==> config.mk <==
export PLATFORM = sky130hd
export DESIGN_NAME = tqvp_hx2003_symbol_streamer
export DESIGN_NICKNAME = d
export VERILOG_FILES = /design/src/rtl/tqvp_hx2003_symbol_streamer.sv
export SDC_FILE = /design/constraint.sdc
export NUM_CORES = 1
export LEC_CHECK = 0
export CORE_MARGIN = 3
export CORE_UTILIZATION = 30
export CTS_BUF_LIST = sky130_fd_sc_hd__clkbuf_2
export CTS_CLUSTER_SIZE = 40
export DETAILED_ROUTE_END_ITERATION = 8
export GPL_TIMING_DRIVEN = 0
export REMOVE_ABC_BUFFERS = 1
export SLEW_MARGIN = 0
export SYNTH_ARGS = -nofsm -noshare
export SYNTH_HDL_FRONTEND = slang
export SYNTH_SLANG_ARGS = --single-unit
export TNS_END_PERCENT = 50
==> constraint.sdc <==
create_clock -name clk -period 2.4 [get_ports clk]
set_input_delay 0.6 -clock clk [delete_from_list [all_inputs] [get_ports clk]]
set_output_delay 0.6 -clock clk [all_outputs]
set_load 0.005 [all_outputs]
==> src/rtl/tqvp_hx2003_symbol_streamer.sv <==
// Symbol FIFO feeding the pulse transmitter: buffers 32-bit words from the CPU and
// serves one 2-bit symbol per request through a word-wide output stage.
module tqvp_hx2003_symbol_streamer #(
  parameter int DEPTH     = 4,
  parameter int LOW_WATER = 1,
  localparam int CW = $clog2(DEPTH + 1),
  localparam int PW = $clog2(DEPTH)
) (
  input  logic          clk,
  input  logic          rst_n,
  input  logic          wr_valid,
  input  logic [31:0]   wr_data,
  output logic          wr_ready,
  input  logic          flush,
  input  logic          clr_flags,
  input  logic          sym_req,
  output logic [1:0]    sym_data,
  output logic          sym_valid,
  output logic [CW-1:0] fifo_count,
  output logic          low_water,
  output logic          overflow,
  output logic          underflow
);

  logic [31:0]   mem [DEPTH];
  logic [PW-1:0] rd_ptr, wr_ptr;
  logic [CW-1:0] count;
  logic [31:0]   word;
  logic [3:0]    sym_idx;

  logic push, pop, consume, full, empty;

  assign full    = (count == CW'(DEPTH));
  assign empty   = (count == '0);
  assign push    = wr_valid && !full;
  assign consume = sym_req && sym_valid;
  // The stage refills either when idle or when its last symbol is consumed, so
  // back-to-back words stream without a bubble.
  assign pop     = !empty && (!sym_valid || (consume && sym_idx == 4'd15));

  assign wr_ready   = !full;
  assign low_water  = (count <= CW'(LOW_WATER));
  assign fifo_count = count;
  assign sym_data   = word[{sym_idx, 1'b0} +: 2];

  // Storage needs no reset: only entries counted in 'count' are ever read.
  always_ff @(posedge clk) begin
    if (push && !flush) mem[wr_ptr] <= wr_data;
  end

  always_ff @(posedge clk or negedge rst_n) begin
    if (!rst_n) begin
      rd_ptr    <= '0;
      wr_ptr    <= '0;
      count     <= '0;
      word      <= '0;
      sym_idx   <= '0;
      sym_valid <= 1'b0;
    end else if (flush) begin
      rd_ptr    <= '0;
      wr_ptr    <= '0;
      count     <= '0;
      sym_idx   <= '0;
      sym_valid <= 1'b0;
    end else begin
      if (push) wr_ptr <= wr_ptr + PW'(1);
      if (pop) begin
        word      <= mem[rd_ptr];
        rd_ptr    <= rd_ptr + PW'(1);
        sym_idx   <= '0;
        sym_valid <= 1'b1;
      end else if (consume) begin
        if (sym_idx != 4'd15) sym_idx   <= sym_idx + 4'd1;
        else                  sym_valid <= 1'b0;
      end
      case ({push, pop})
        2'b10:   count <= count + CW'(1);
        2'b01:   count <= count - CW'(1);
        default: count <= count;
      endcase
    end
  end

  // Sticky error flags; a new event in the same cycle beats clr_flags.
  always_ff @(posedge clk or negedge rst_n) begin
    if (!rst_n) begin
      overflow  <= 1'b0;
      underflow <= 1'b0;
    end else begin
      if (wr_valid && full && !flush) overflow <= 1'b1;
      else if (clr_flags)             overflow <= 1'b0;
      if (sym_req && !sym_valid)      underflow <= 1'b1;
      else if (clr_flags)             underflow <= 1'b0;
    end
  end

endmodule
==> flow_summary.toml, run 1 <==
[grt]
grt_max_degree = 37
track_usage_pct = 11.1
gr-total-overflow = 0
grt_pass1_wl_um = 21300
antenna_found_initial = 0
grt_pass1_vias = 3646

[clock_network]
cts_buffers = 17
clock-sinks = 174
clk_latency_ps = 740
cts_buffer_depth = 2
htree_levels = 4
cts_tree = "yes"
cts.clk_slew.worst_paths_ps = 260
clock_tree.root_cell = "clkbuf_2"

[synth]
netlist_top_cells_area = "edfxtp_1 (54%), dfrtp_1 (16%), mux4_2 (13%)"
yosys.area.top_type = "edfxtp_1"
synth_seq_area_share_pct = 69.8
ys_ff_latch = 174
synth_edf_count = 128
yosys_warnings = 0
synthArstFlopShare_pct = 26.4
synth_area_mm2 = 0.00715
synth_area_per_cell_um2 = 20.2
synth_cell_type_count = 43
syn-instance-count = 354
synth_flop_cell = "edfxtp_1"
synth_top_area_share_pct = 53.7

[finish]
final_nets = 474
diodes = 0
layout-drive-gt1-share_pct = 38.4
fin_cells = 753
synthToLayoutAreaGrowth_pct = 20.0
design_area_mm2 = 0.00858
final_cell_mix = "edfxtp_1 (128), mux4_2 (40), dfrtp_1 (39)"
mostFrequentLayoutCell = "edfxtp_1"
final_util_pct = 37.2

[setup_path]
critical_path.startpoint_type = "flop"
cp_slowest_stage_delay_ps = 580
cp.arrival_ps = 2470
critPathSlowestCell = "dfrtp_4"
path_cells = "buf_4, buf_12, mux4_2, mux2i_4, a21oi_2, buf_2"
cp.required_ps = 1800
worstPathMaxFanout = 5
critical_path_class = "flop to output port"
endpoint_kind = "output port"

[route]
wl_per_cell_um = 18.2
drt_wl_total_um = 13700
routed_via_density = 4.53
dr.pass1.iters = 5
num_vias = 3414
postRouteAntennaNets = 0
drc = 0
drt_iter0_drc = 149

[sta]
fin_crit_ps = 3070
final_hold_viol_count = 0
slew_viol_final = 0
fmax_ghz = 0.326
fin_tns_setup_ps = -1270
rsz0062_at_grt = "true"
fin_crit_sh_pct = 128
fin_skew_ps = 44.4
maxSlewHeadroom_pct = 59.0
setup_slack_ps = -668
worst_pin_slew_ps = 614
setup_violations = 3

[run]
drv_cap = 0

[status]
outcome = "finished, violations left"
failed_checks = "setup timing"

[power]
power_leakage_uw = 0.00297
peakVddDrop_uv = 402
p_total_uw = 8240
p_per_area_mw_per_mm2 = 960

[floorplan]
die_h_um = 160
die_w_um = 160
dieArea_mm2 = 0.0257
row_count = 55
start_util_pct = 31.0
core_mm2 = 0.0231
io_pins = 48

[place]
place_hpwl_um = 8300
dpl-instance-area_mm2 = 0.00804
dp.cells = 701
io_buffer_count = 47
gp_congestion = 0.710

[worst_hold_path]
hp-class = "input pin to async pin"
[what timing repair did]
action | CTS | global route
setup buffers | 9 | 9
setup endpoints to repair | 41 | 34
gates cloned | 1 | 0
endpoints found under the hold margin | 46 | 0
pin swaps | 4 | 3
resized for setup | 35 | 19
hold buffers | 1 | 0
[sequential cells by signal, indices dropped and copies added (netlist names)]
name,flops
sym_valid,1
word,32
sym_idx,4
fifo_count,3
rd_ptr,2
mem,128
wr_ptr,2
underflow,1
overflow,1
[report_power, final]
part	internal, µW	switching [µW]
Sequential	3680	339
Clock	515	1040
Combinational	1660	1010
Total	5860	2380
[synthesized netlist by cell type (all sizes together) (2+ instances only)]
library cell and instances:
buf 11, nand2 6, mux4 40, edfxtp 128, nand3 3, xnor2 8, nor3b 2, mux2i 2
inv 9, and2 4, clkbuf 9, o22ai 2, dfrtp 46, nor2 9, a211oi 5, mux2 32
and2b 3, a21oi 8, ha 9
[worst paths after layout]
kind                                         from                         to  slack, ps  cells past startpoint
setup / recovery           sym_idx[0]$_DFFE_PN0P_                sym_data[0]       -670                      6
hold / removal                              rst_n  fifo_count[0]$_DFFE_PN0P_        230                      2
setup reg to reg           sym_idx[0]$_DFFE_PN0P_       word[27]$_DFFE_PN0P_        130                      7
hold reg to reg              word[27]$_DFFE_PN0P_       word[27]$_DFFE_PN0P_        540                      1
max in group asynchronous                   rst_n        word[0]$_DFFE_PN0P_       1620                      3
min in group clk                        clr_flags      underflow$_DFFE_PN0P_        430                      2
[cells by family after synthesis]
family | synth area share (%)
multiplexers | 19.5
adder cells (fa/ha/maj) | 1.57
XOR/XNOR | 0.980
buffers and inverters | 2.55
flip-flops | 69.8
AND/OR/NAND/NOR | 3.13
AO/OA/AOI/OAI | 2.45
[layer usage]
layer  vias up  share of wire, %  global-route usage (%)
li1       1551                 -                       -
met1      1786                47                    14.8
met2        64                49                    17.7
met3        13               3.4                    3.04
met4         0               1.3                    3.55
met5         -                 0                       0
[critical path: cells and delay by family (launching register included)]
kind / cells / cell delay, ps
mux: 2 / 640
buf+inv: 3 / 420
flops: 1 / 580
compound gates: 1 / 90
[per-stage QoR]
step / worst slack (ps) / hold slack [ps]
floorplan: -311 / 304
global placement: -1310 / 489
detailed placement: -990 / 496
CTS: -792 / 136
global route: -853 / 145
finish: -668 / 229
[final cells by class]
type / count / area (µm²)
fillers: 2134 / 14500
flip-flops and latches: 174 / 5010
multi-input cells: 152 / 2080
repair buffers: 73 / 820
well taps: 313 / 392
clock inverters: 13 / 155
clock buffers: 19 / 95.1
inverters: 9 / 36.3
(Power assumes the default switching activity.)
==> run 2: changes to the inputs <==
--- a/config.mk
+++ b/config.mk
@@ -7,7 +7,7 @@
 export LEC_CHECK = 0
 export CORE_MARGIN = 3
 export CORE_UTILIZATION = 30
-export CTS_BUF_LIST = sky130_fd_sc_hd__clkbuf_2
+export CTS_BUF_LIST = sky130_fd_sc_hd__clkbuf_8
 export CTS_CLUSTER_SIZE = 40
 export DETAILED_ROUTE_END_ITERATION = 8
 export GPL_TIMING_DRIVEN = 0
==> constraint.sdc (replaced) <==
create_clock -name clk -period 2.4 [get_ports clk]
set_input_delay 0.6 -clock clk [delete_from_list [all_inputs] [get_ports clk]]
set_output_delay 0.6 -clock clk [all_outputs]
set_load 0.05 [all_outputs]
==> flow_summary.toml, run 2 (synthesized netlist as in run 1, its figures left out) <==
[status]
outcome = "finished, violations left"
failed_checks = "setup timing"

[finish]
regMostFlops = "mem"
mostFrequentLayoutCell = "edfxtp_1"
layout-drive-gt1-share_pct = 35.3
diodes = 0
largest_register_ffs = 128
final_cell_mix = "edfxtp_1 (128), dfrtp_1 (42), mux4_2 (40)"
fillers = 2127
final_nets = 467
synthToLayoutAreaGrowth_pct = 20.9
largestRegisters = "mem: 128 flops, word: 32 flops, sym_idx: 4 flops"
design_area_mm2 = 0.00865

[clock_network]
clock-sinks = 174
cts_tree = "yes"
cts.clk_slew.worst_paths_ps = 90
cts_buffers = 17
clock_tree.root_cell = "clkbuf_8"
clk_latency_ps = 460
cts_buffer_depth = 2
htree_levels = 4

[setup_path]
critical_path.startpoint_type = "flop"
cp.required_ps = 1800
r2r.worst_path.cells = 8
critPathCapture = "sym_data[0]"
reg2reg_slack_ps = 100
crit_start = "sym_idx[0]$_DFFE_PN0P_"
path_cells = "buf_12, mux4_2, mux2i_2, a21oi_2, buf_6"
critical_path_class = "flop to output port"
endpoint_kind = "output port"
critPathSlowestCell = "dfrtp_4"
cp_slowest_stage_delay_ps = 550
r2r-start = "sym_idx[0]$_DFFE_PN0P_"
worstPathMaxFanout = 8
cp.arrival_ps = 2190
r2r-end = "word[27]$_DFFE_PN0P_"

[sta]
final_hold_viol_count = 0
worst_pin_slew_ps = 602
fin_crit_ps = 2790
setup_violations = 2
slew_viol_final = 0
setup_slack_ps = -387
fmax_ghz = 0.359
rsz0062_at_grt = "true"
maxSlewHeadroom_pct = 59.9
fin_crit_sh_pct = 116
fin_skew_ps = 15.8

[grt]
antenna_found_initial = 0
track_usage_pct = 11.0
grt_max_degree = 37
gr-total-overflow = 0
grt_pass1_wl_um = 21200
grt_pass1_vias = 3658

[run]
drv_cap = 0

[route]
drt_iter0_drc = 154
drc = 0
postRouteAntennaNets = 0
num_vias = 3423
drt_wl_total_um = 13500
routed_via_density = 4.59
dr.pass1.iters = 4
wl_per_cell_um = 18.1

[place]
io_buffer_count = 47
dp_slack_ps = -990
dpl-instance-area_mm2 = 0.00804
place_hpwl_um = 8300
gp_congestion = 0.710

[floorplan]
io_pins = 48
start_util_pct = 31.0
dieArea_mm2 = 0.0257
die_w_um = 160
core_mm2 = 0.0231
die_h_um = 160
row_count = 55

[power]
power_leakage_uw = 0.00299
peakVddDrop_uv = 416
p_per_area_mw_per_mm2 = 1030

[worst_hold_path]
hp-class = "flop to flop"
## run 2: cell types whose count changed in the layout (fill, tap and decap cells not counted), moves of 2 or more
cell,previous run,this run
dfrtp_2,6,3
clkbuf_8,0,18
mux2i_4,2,0
dfrtp_1,39,42
mux2i_2,0,2
inv_1,7,11
clkbuf_2,21,0
buf_4,10,6
## run 2: cell type report
cell class | instances | area, µm² | share of cell area [%]
clock inverter | 14 | 159 | 1.84
sequential | 174 | 5000 | 57.8
clock buffer | 18 | 248 | 2.87
inverter | 9 | 33.8 | 0.391
multi-input combinational | 152 | 2040 | 23.6
timing repair buffer | 66 | 773 | 8.94
tap | 313 | 392 | 4.53
## run 2: power by group
part / switching, µW / internal [µW]
Combinational: 1180 / 1620
Sequential: 350 / 3680
Clock: 1090 / 976
## run 2: how the worst min path moves through the flow
stage,to,depth (start not counted),startpoint
after global placement,word[27]$_DFFE_PN0P_,1,word[27]$_DFFE_PN0P_
after detailed placement,word[23]$_DFFE_PN0P_,1,word[23]$_DFFE_PN0P_
after CTS,word[27]$_DFFE_PN0P_,1,word[27]$_DFFE_PN0P_
after floorplan,fifo_count[0]$_DFFE_PN0P_,0,rst_n
after global routing,word[24]$_DFFE_PN0P_,1,word[24]$_DFFE_PN0P_
final,word[24]$_DFFE_PN0P_,1,word[24]$_DFFE_PN0P_
## run 2: critical path: cells and delay by family (launching register included)
kind            cells  cell delay (ps)
mux                 2              740
buf+inv             2              320
flops               1              550
compound gates      1              130
## run 2: stage by stage
step           std cells  utilization, %  setup TNS, ps  total power (µW)  hold slack (ps)
3_5_place_dp         701            34.9         -97820              6700              496
3_3_place_gp         694            34.1        -229020              6570              489
5_1_grt              746            37.5           -973              9320              532
6_report             746            37.5           -738              8900              516
4_1_cts              742            37.3           -832              8930              518
2_1_floorplan        334               -         -32140              5930              304
## run 2: routing by layer
| layer | track usage, % | up-vias | share of wire, % |
|---|---|---|---|
| li1 | - | 1527 | - |
| met1 | 14.6 | 1806 | 45 |
| met2 | 17.7 | 77 | 50 |
| met3 | 3.25 | 13 | 3.9 |
| met4 | 3.35 | 0 | 0.98 |
| met5 | 0 | - | 0 |
## run 2: repair_timing
action	CTS	global route
pin swaps	2	2
resized for setup	38	8
endpoints found under the hold margin	8	0
cloned	1	0
hold buffers	1	0
endpoints found under the setup margin	102	85
setup buffers	7	4
